==> src/rtl/mul_div_unit.sv <==
// ============================================================================
// Module   : mul_div_unit
// Brief    : Iterative 32-bit MIPS multiply/divide unit owning HI/LO.
// Revision : 1.0 - initial release
// ============================================================================
`default_nettype none

module mul_div_unit (
    input  logic        clock,
    input  logic        reset,
    input  logic        start,
    input  logic [1:0]  op,
    input  logic [31:0] rs_data,
    input  logic [31:0] rt_data,
    input  logic        mthi,
    input  logic        mtlo,
    output logic        busy,
    output logic        done,
    output logic [31:0] hi,
    output logic [31:0] lo
);

    typedef enum logic [1:0] {
        S_IDLE = 2'd0,
        S_CALC = 2'd1,
        S_FIX  = 2'd2
    } state_t;

    state_t      r_state;
    logic        r_is_div;
    logic        r_neg_q;
    logic        r_neg_r;
    logic        r_dz;
    logic [31:0] r_rs_orig;
    logic [31:0] r_opnd;
    logic [63:0] r_acc;
    logic [4:0]  r_cnt;
    logic [31:0] r_hi;
    logic [31:0] r_lo;
    logic        r_busy;
    logic        r_done;

    logic        w_rs_neg;
    logic        w_rt_neg;
    logic [31:0] w_rs_mag;
    logic [31:0] w_rt_mag;
    logic        w_accept;
    logic [31:0] w_add;
    logic [32:0] w_sum;
    logic [63:0] w_mul_next;
    logic [32:0] w_shift;
    logic [32:0] w_diff;
    logic [63:0] w_div_next;
    logic [63:0] w_prod;
    logic [31:0] w_quo;
    logic [31:0] w_rem;
    logic [31:0] w_res_hi;
    logic [31:0] w_res_lo;

    // Unsigned ops (op[0]=1) never flag a sign; |0x80000000| wraps to itself.
    always_comb begin
        w_rs_neg = ~op[0] & rs_data[31];
        w_rt_neg = ~op[0] & rt_data[31];
        w_rs_mag = w_rs_neg ? (~rs_data + 32'd1) : rs_data;
        w_rt_mag = w_rt_neg ? (~rt_data + 32'd1) : rt_data;
        w_accept = start & ((r_state == S_IDLE) | (r_state == S_FIX));
    end

    // Multiply: r_acc = {partial high, remaining multiplier bits}, shift right.
    always_comb begin
        w_add      = r_acc[0] ? r_opnd : 32'd0;
        w_sum      = {1'b0, r_acc[63:32]} + {1'b0, w_add};
        w_mul_next = {w_sum, r_acc[31:1]};
    end

    // Divide: r_acc = {remainder, dividend/quotient}, shift left one bit.
    always_comb begin
        w_shift = r_acc[63:31];
        w_diff  = w_shift - {1'b0, r_opnd};
        if (w_diff[32]) begin
            w_div_next = {w_shift[31:0], r_acc[30:0], 1'b0};
        end else begin
            w_div_next = {w_diff[31:0], r_acc[30:0], 1'b1};
        end
    end

    always_comb begin
        w_prod = r_neg_q ? (~r_acc + 64'd1) : r_acc;
        w_quo  = r_neg_q ? (~r_acc[31:0] + 32'd1) : r_acc[31:0];
        w_rem  = r_neg_r ? (~r_acc[63:32] + 32'd1) : r_acc[63:32];
        if (!r_is_div) begin
            w_res_hi = w_prod[63:32];
            w_res_lo = w_prod[31:0];
        end else if (r_dz) begin
            w_res_hi = r_rs_orig;
            w_res_lo = 32'hFFFF_FFFF;
        end else begin
            w_res_hi = w_rem;
            w_res_lo = w_quo;
        end
    end

    always_ff @(posedge clock or negedge reset) begin
        if (!reset) begin
            r_state   <= S_IDLE;
            r_is_div  <= 1'b0;
            r_neg_q   <= 1'b0;
            r_neg_r   <= 1'b0;
            r_dz      <= 1'b0;
            r_rs_orig <= 32'd0;
            r_opnd    <= 32'd0;
            r_acc     <= 64'd0;
            r_cnt     <= 5'd0;
            r_hi      <= 32'd0;
            r_lo      <= 32'd0;
            r_busy    <= 1'b0;
            r_done    <= 1'b0;
        end else begin
            r_done <= 1'b0;
            case (r_state)
                S_IDLE: begin
                    if (!start) begin
                        if (mthi) r_hi <= rs_data;
                        if (mtlo) r_lo <= rs_data;
                    end
                end
                S_CALC: begin
                    r_acc <= r_is_div ? w_div_next : w_mul_next;
                    r_cnt <= r_cnt + 5'd1;
                    if (r_cnt == 5'd31) r_state <= S_FIX;
                end
                S_FIX: begin
                    r_hi    <= w_res_hi;
                    r_lo    <= w_res_lo;
                    r_done  <= 1'b1;
                    r_busy  <= 1'b0;
                    r_state <= S_IDLE;
                end
                default: begin
                    r_state <= S_IDLE;
                    r_busy  <= 1'b0;
                end
            endcase

            // Launch overrides the IDLE/FIX updates above so FIX can chain.
            if (w_accept) begin
                r_is_div  <= op[1];
                r_neg_q   <= w_rs_neg ^ w_rt_neg;
                r_neg_r   <= op[1] & w_rs_neg;
                r_dz      <= op[1] & (rt_data == 32'd0);
                r_rs_orig <= rs_data;
                r_opnd    <= op[1] ? w_rt_mag : w_rs_mag;
                r_acc     <= {32'd0, (op[1] ? w_rs_mag : w_rt_mag)};
                r_cnt     <= 5'd0;
                r_state   <= S_CALC;
                r_busy    <= 1'b1;
            end
        end
    end

    assign busy = r_busy;
    assign done = r_done;
    assign hi   = r_hi;
    assign lo   = r_lo;

endmodule

`default_nettype wire
==> config.mk <==
export PLATFORM = sky130hd
export DESIGN_NAME = mul_div_unit
export DESIGN_NICKNAME = d
export VERILOG_FILES = /design/src/rtl/mul_div_unit.sv
export SDC_FILE = /design/constraint.sdc
export NUM_CORES = 1
export LEC_CHECK = 0
export CAP_MARGIN = 20
export CORE_MARGIN = 2
export CORE_UTILIZATION = 41
export DETAILED_ROUTE_END_ITERATION = 10
export SKIP_LAST_GASP = 1
export SLEW_MARGIN = 0
export SYNTH_ARGS = -nofsm -noshare
export SYNTH_HDL_FRONTEND = slang
export SYNTH_SLANG_ARGS = --single-unit
export TNS_END_PERCENT = 1
==> constraint.sdc <==
create_clock -name clock -period 6.55 [get_ports clock]
set_input_delay 1.31 -clock clock [delete_from_list [all_inputs] [get_ports clock]]
set_output_delay 1.31 -clock clock [all_outputs]
set_load 0.02 [all_outputs]
==> Word level (Yosys, flattened, before mapping) <==
Cells that the tools add are included.
{ "totals": {"regBits": 205, "wordCells": 81} }
{ "classes": {"n_mux": 30, "n_bitwise": 13, "n_eq_ne": 9, "n_addsub": 8, "n_reduce_logical": 8} }
{ "ops": {"columns": ["operator", "n"], "rows": [
  ["$mux 32", 15],
  ["$mux 64", 5],
  ["$add 32x1->32 const B", 4],
  ["$not 32->32", 4],
  ["$pmux 32 s2", 2],
  ["$add 64x1->64 const B", 1],
  ["$not 64->64", 1],
  ["$add 32x32->33", 1],
  ["$sub 33x32->33", 1],
  ["$logic_not 32->1", 1],
  ["$mux 5", 2],
  ["$ne 2x2->1 const B", 4],
  ["$reduce_and 3->1", 2],
  ["$add 5x1->5 const B", 1],
  ["$and 1x1->1", 5],
  ["$eq 5x5->1 const B", 1],
  ["$mux 2", 2],
  ["$pmux 2 s2", 1],
  ["$reduce_bool 2->1", 2],
  ["$mux 1", 3],
  ["$ne 3x3->1 const B", 1],
  ["$eq 2x1->1 const B", 1],
  ["$eq 2x2->1 const B", 1],
  ["$logic_not 2->1", 1],
  ["other kinds (6)", 6]
]} }

==> Depth between registers and ports, before layout <==
{ "depth": {"word_depth": 6, "ltp_mapped": 15, "ltp_nobuf": 14} }

==> Worst setup path after synthesis <==
Ideal clock, no wire load.
{ "synth_path": {"path_type": "in2reg", "startpoint": "in rs_data[9]", "endpoint": "reg r_acc[28]", "path_stages": 10, "slack_ps": 2963, "t_arrival_ps": 3448, "path_buffers": 1, "required_ps": 6411, "path_cell_list": "clkbuf_1 -> or4_1 -> nor4_2 -> nand2b_1 -> or3_1 -> nor4_4 -> nand2_1 -> o21ai_0 -> xor2_1 -> o221ai_1"} }
{ "synth_between": {"elab_chain_cells": 5} }
{ "synth_rtl": {"columns": ["item", "line_no", "text"], "rows": [
  ["from (decl)", "13", "input logic [31:0] rs_data,"],
  ["$not 32->32", "64", "w_rs_mag = w_rs_neg ? (~rs_data + 32'd1) : rs_data;"],
  ["$add 32x1->32", "64", null],
  ["$mux 32", "64", null],
  ["$mux 32", "153", "r_acc <= {32'd0, (op[1] ? w_rs_mag : w_rt_mag)};"],
  ["$mux 64", "146", "if (w_accept) begin"],
  ["to (signal assigned)", "128", "r_acc <= r_is_div ? w_div_next : w_mul_next;"],
  ["to (signal assigned)", "153", null],
  ["to (decl)", "36", "logic [63:0] r_acc;"]
]} }
No other way between the ends.
A chain may end at the register's enable or synchronous reset.

==> Final worst setup path <==
{ "layout_path": {"startpoint": "reg r_acc[0]", "endpoint": "reg r_acc[61]"} }
{ "layout_between": {"elab_chain_cells": 5} }
{ "layout_rtl": {"columns": ["item", "line_no", "text"], "rows": [
  ["$mux 32", "71", "w_add = r_acc[0] ? r_opnd : 32'd0;"],
  ["$add 32x32->33", "72", "w_sum = {1'b0, r_acc[63:32]} + {1'b0, w_add};"],
  ["$mux 64", "128", null],
  ["$mux 64", "120", "case (r_state)"],
  ["$mux 64", "146", null]
]} }
No other way between the ends. The select of a mux whose other input is x is not followed.

==> run metrics <==
Combinational Power Share=61.8%; post-DP HPWL=48,700 um; Critical Path Start Type=register; vias in the first global route=15,800; 1st-pass router iterations=6; WHS=473 ps; FF+latch area=5130 sq um; cell area after layout=19,400 sq um; async set-reset flop share out of synthesis=between 90% and 100%; Synth Area per Inst=between 7 and 8 sq um; NetSw=5.77 mW; worst-margin pin slew=1060 ps; Arrival @ worst endpoint=4870 ps; EDFF count, synth=0; switch share=between 50% and 60%; Die W=207 um; clk slew on worst S/H paths=approximately 60 ps; Worst-Skew Late Latency=around 570 ps; detailed-route DRC error count=0; routed length per instance=between 20 and 25 um; Syn Nets=2,332; internal power=about 5.7 mW; sequential share of power=25.1%; crit path kind=register to register; CTS sink cnt=205; Crit path required time=6970 ps; initial antenna violation count=0; clk buf depth=3; gr usage total=a little under a third; area grow syn2layout=14.9%; Main synth FF type=dfrtp_1; synth unique cells=77; pin count of the biggest net entering global routing=123; placed insts=roughly 2,700; final net count=2,360; Post-Syn Area=16,800 sq um; Finish-stage setup viols=0; core area=40,700 sq um; P per Cell Area=594 nW/um^2; outcome=completed; buffer count from post-CTS setup fixing=0; Initial Util=41.4%; Slew headroom=a little under 30%; H-tree depth=1; filler-free cell count of the finished design=approximately 2,800; port bufs=136; DR vias=about 17,000; Congestion Overflow GR=0; CTS root buffer=clkbuf_16; Util after Layout=47.5%; Max Clk Rate=0.225 GHz; Seq/Total Area, Yosys=30.4%; peak supply drop=346 uV; #FFs+latches synth=205; minimum clock period=4450 ps; Area after DPL=18,500 sq um; WL final=65,700 um; Top Ports=137; CP Capture Type=register; GPL Wtd Cong=slightly below 1; final critical-path share of the clock period=68.0%; Crit Path Max Fanout=17; RSZ-0062 raised after global routing=false; Final Hold Fails=0; share of layout cells above drive strength 1=4.83%; Post-CTS Resized=0; Die Height=207 um; TritonCTS clock tree=done; Syn Inst Count=about 2,200; 1st-iter DRT viols=1,856; Setup TNS=0 ps; Lkg Pwr=8.13 nW; # diodes=0; Clock Skews=24.1 ps; ANT nets after route=0; Max Transition Viols Final=0; Synth Warn #=0; hold_buf cts=0; fillers=4,088; CTS Buf Count=26; Multi-input gate area=roughly 11,000 sq um; drt via density=6.14; first-pass GRT wire length=99,100 um; Clk pwr share=13.1%; max_cap viols=0; worst hold path class=register to register; Die ar.=~43,000 sq um; FP Rows=74
==> power by group through the flow <==
| stage | Sequential, mW | Clock, mW | Combinational (mW) |
|---|---|---|---|
| floorplan | 2.59 | 0 | 5.04 |
| global placement | 2.86 | 0 | 6.94 |
| detailed placement | 2.87 | 0 | 7.01 |
| CTS | 2.85 | 1.52 | 7.04 |
| global route | 2.96 | 1.58 | 7.81 |
| finish | 2.89 | 1.50 | 7.11 |
==> kinds of logic after synthesis <==
family                     share of synthesized area (%)
AOI/OAI and AO/OA                                   27.6
xor gates and xnor gates                            8.68
adders and majority gates                           5.44
buffers and inverters                               5.17
DFF                                                 30.4
muxes                                               3.81
and+or+nand+nor                                     18.8
==> sequential cells by signal (all words and copies together) (netlist names) <==
| name | count |
|---|---|
| r_state | 2 |
| r_cnt | 5 |
| hi | 32 |
| done | 1 |
| r_is_div | 1 |
| r_dz | 1 |
| r_acc | 64 |
| r_opnd | 32 |
| r_rs_orig | 32 |
| r_neg_q | 1 |
| busy | 1 |
| lo | 32 |
| r_neg_r | 1 |
==> stage by stage <==
| step | power (mW) | setup slack, ps |
|---|---|---|
| after global routing | 12.3 | 1890 |
| final | 11.5 | 2100 |
| after CTS | 11.4 | 2200 |
| after detailed placement | 9.88 | 2110 |
| after global placement | 9.80 | 2170 |
| after floorplan | 7.63 | 2960 |
==> critical path: stages (launching register included) <==
cell and delay (ps):
dfrtp_1 490, inv_1 570, buf_4 350, nor2_1 90, ha_1 350, o21ai_0 110, a21oi_1 260, a41oi_1 250
o21ai_1 340, a31oi_1 220, o41ai_1 640, nand3_1 140, a31oi_1 240, xnor2_1 140, o211ai_1 90
==> synth_stat cells (23+ instances only) <==
master,instances,share of area [%]
o21ai_0,219,6.5
inv_1,65,1.4
o211ai_1,55,2.5
mux2i_1,54,3.2
ha_1,70,5.2
o21ai_1,25,0.74
xor2_1,66,3.4
a21oi_1,197,5.9
nor3_1,36,1.1
clkbuf_1,129,2.9
xnor2_1,101,5.2
nor2_1,167,3.7
nand2_1,331,7.4
dfrtp_1,205,30
nand3_1,28,0.83
o22ai_1,41,1.5
a21o_1,36,1.6
a22oi_1,23,1.0
==> cell type report <==
| type | count | share of cell area [%] |
|---|---|---|
| multi-input combinational | 1757 | 56.2 |
| sequential | 205 | 26.5 |
| timing repair buffer | 159 | 7.98 |
| clock buffer | 34 | 3.72 |
| tap | 532 | 3.44 |
| inverter | 68 | 1.32 |
| clock inverter | 14 | 0.840 |
==> cells in the final DEF, fill, tap and decap left out, types with 14 or more instances in the layout <==
cell and instances:
o31ai_1 22, nand2_1 331, mux2i_1 54, o211ai_1 55
nor2b_1 18, ha_1 70, dfrtp_1 204, a21o_1 36
nand2b_1 16, o21ai_1 25, nor3_1 36, o21ai_0 219
nand3_1 28, xnor2_1 101, a211oi_1 18, buf_4 22
nor4_1 14, a22oi_1 23, xor2_1 66, clkbuf_16 26
a21oi_1 197, o41ai_1 14, inv_1 65, or3_1 14
o22ai_1 41, nor2_1 166, a31oi_1 22, clkdlybuf4s50_1 134
a221o_1 15, o221ai_1 14
==> metal layers <==
layer / vias up / global-route usage, % / part of all wire (%)
met1: 8215 / 43.1 / 45
met5: - / 0 / 0
met3: 95 / 3.70 / 7.7
met4: 0 / 9.22 / 3.1
li1: 7925 / - / -
met2: 757 / 48.7 / 45
==> final timing paths <==
| check | slack (ps) | cells past startpoint | startpoint | to |
|---|---|---|---|---|
| setup / recovery | 2100 | 14 | r_acc[0] | r_acc[61] |
| hold / removal | 470 | 2 | r_rs_orig[20] | r_rs_orig[20] |
| setup reg to reg | 2100 | 14 | r_acc[0] | r_acc[61] |
| hold reg to reg | 470 | 2 | r_rs_orig[20] | r_rs_orig[20] |
| max in group asynchronous | 4600 | 2 | reset | r_rs_orig[24] |
| min in group asynchronous | 770 | 1 | reset | lo[17] |
Note: power is estimated with default switching activity, not from simulation.
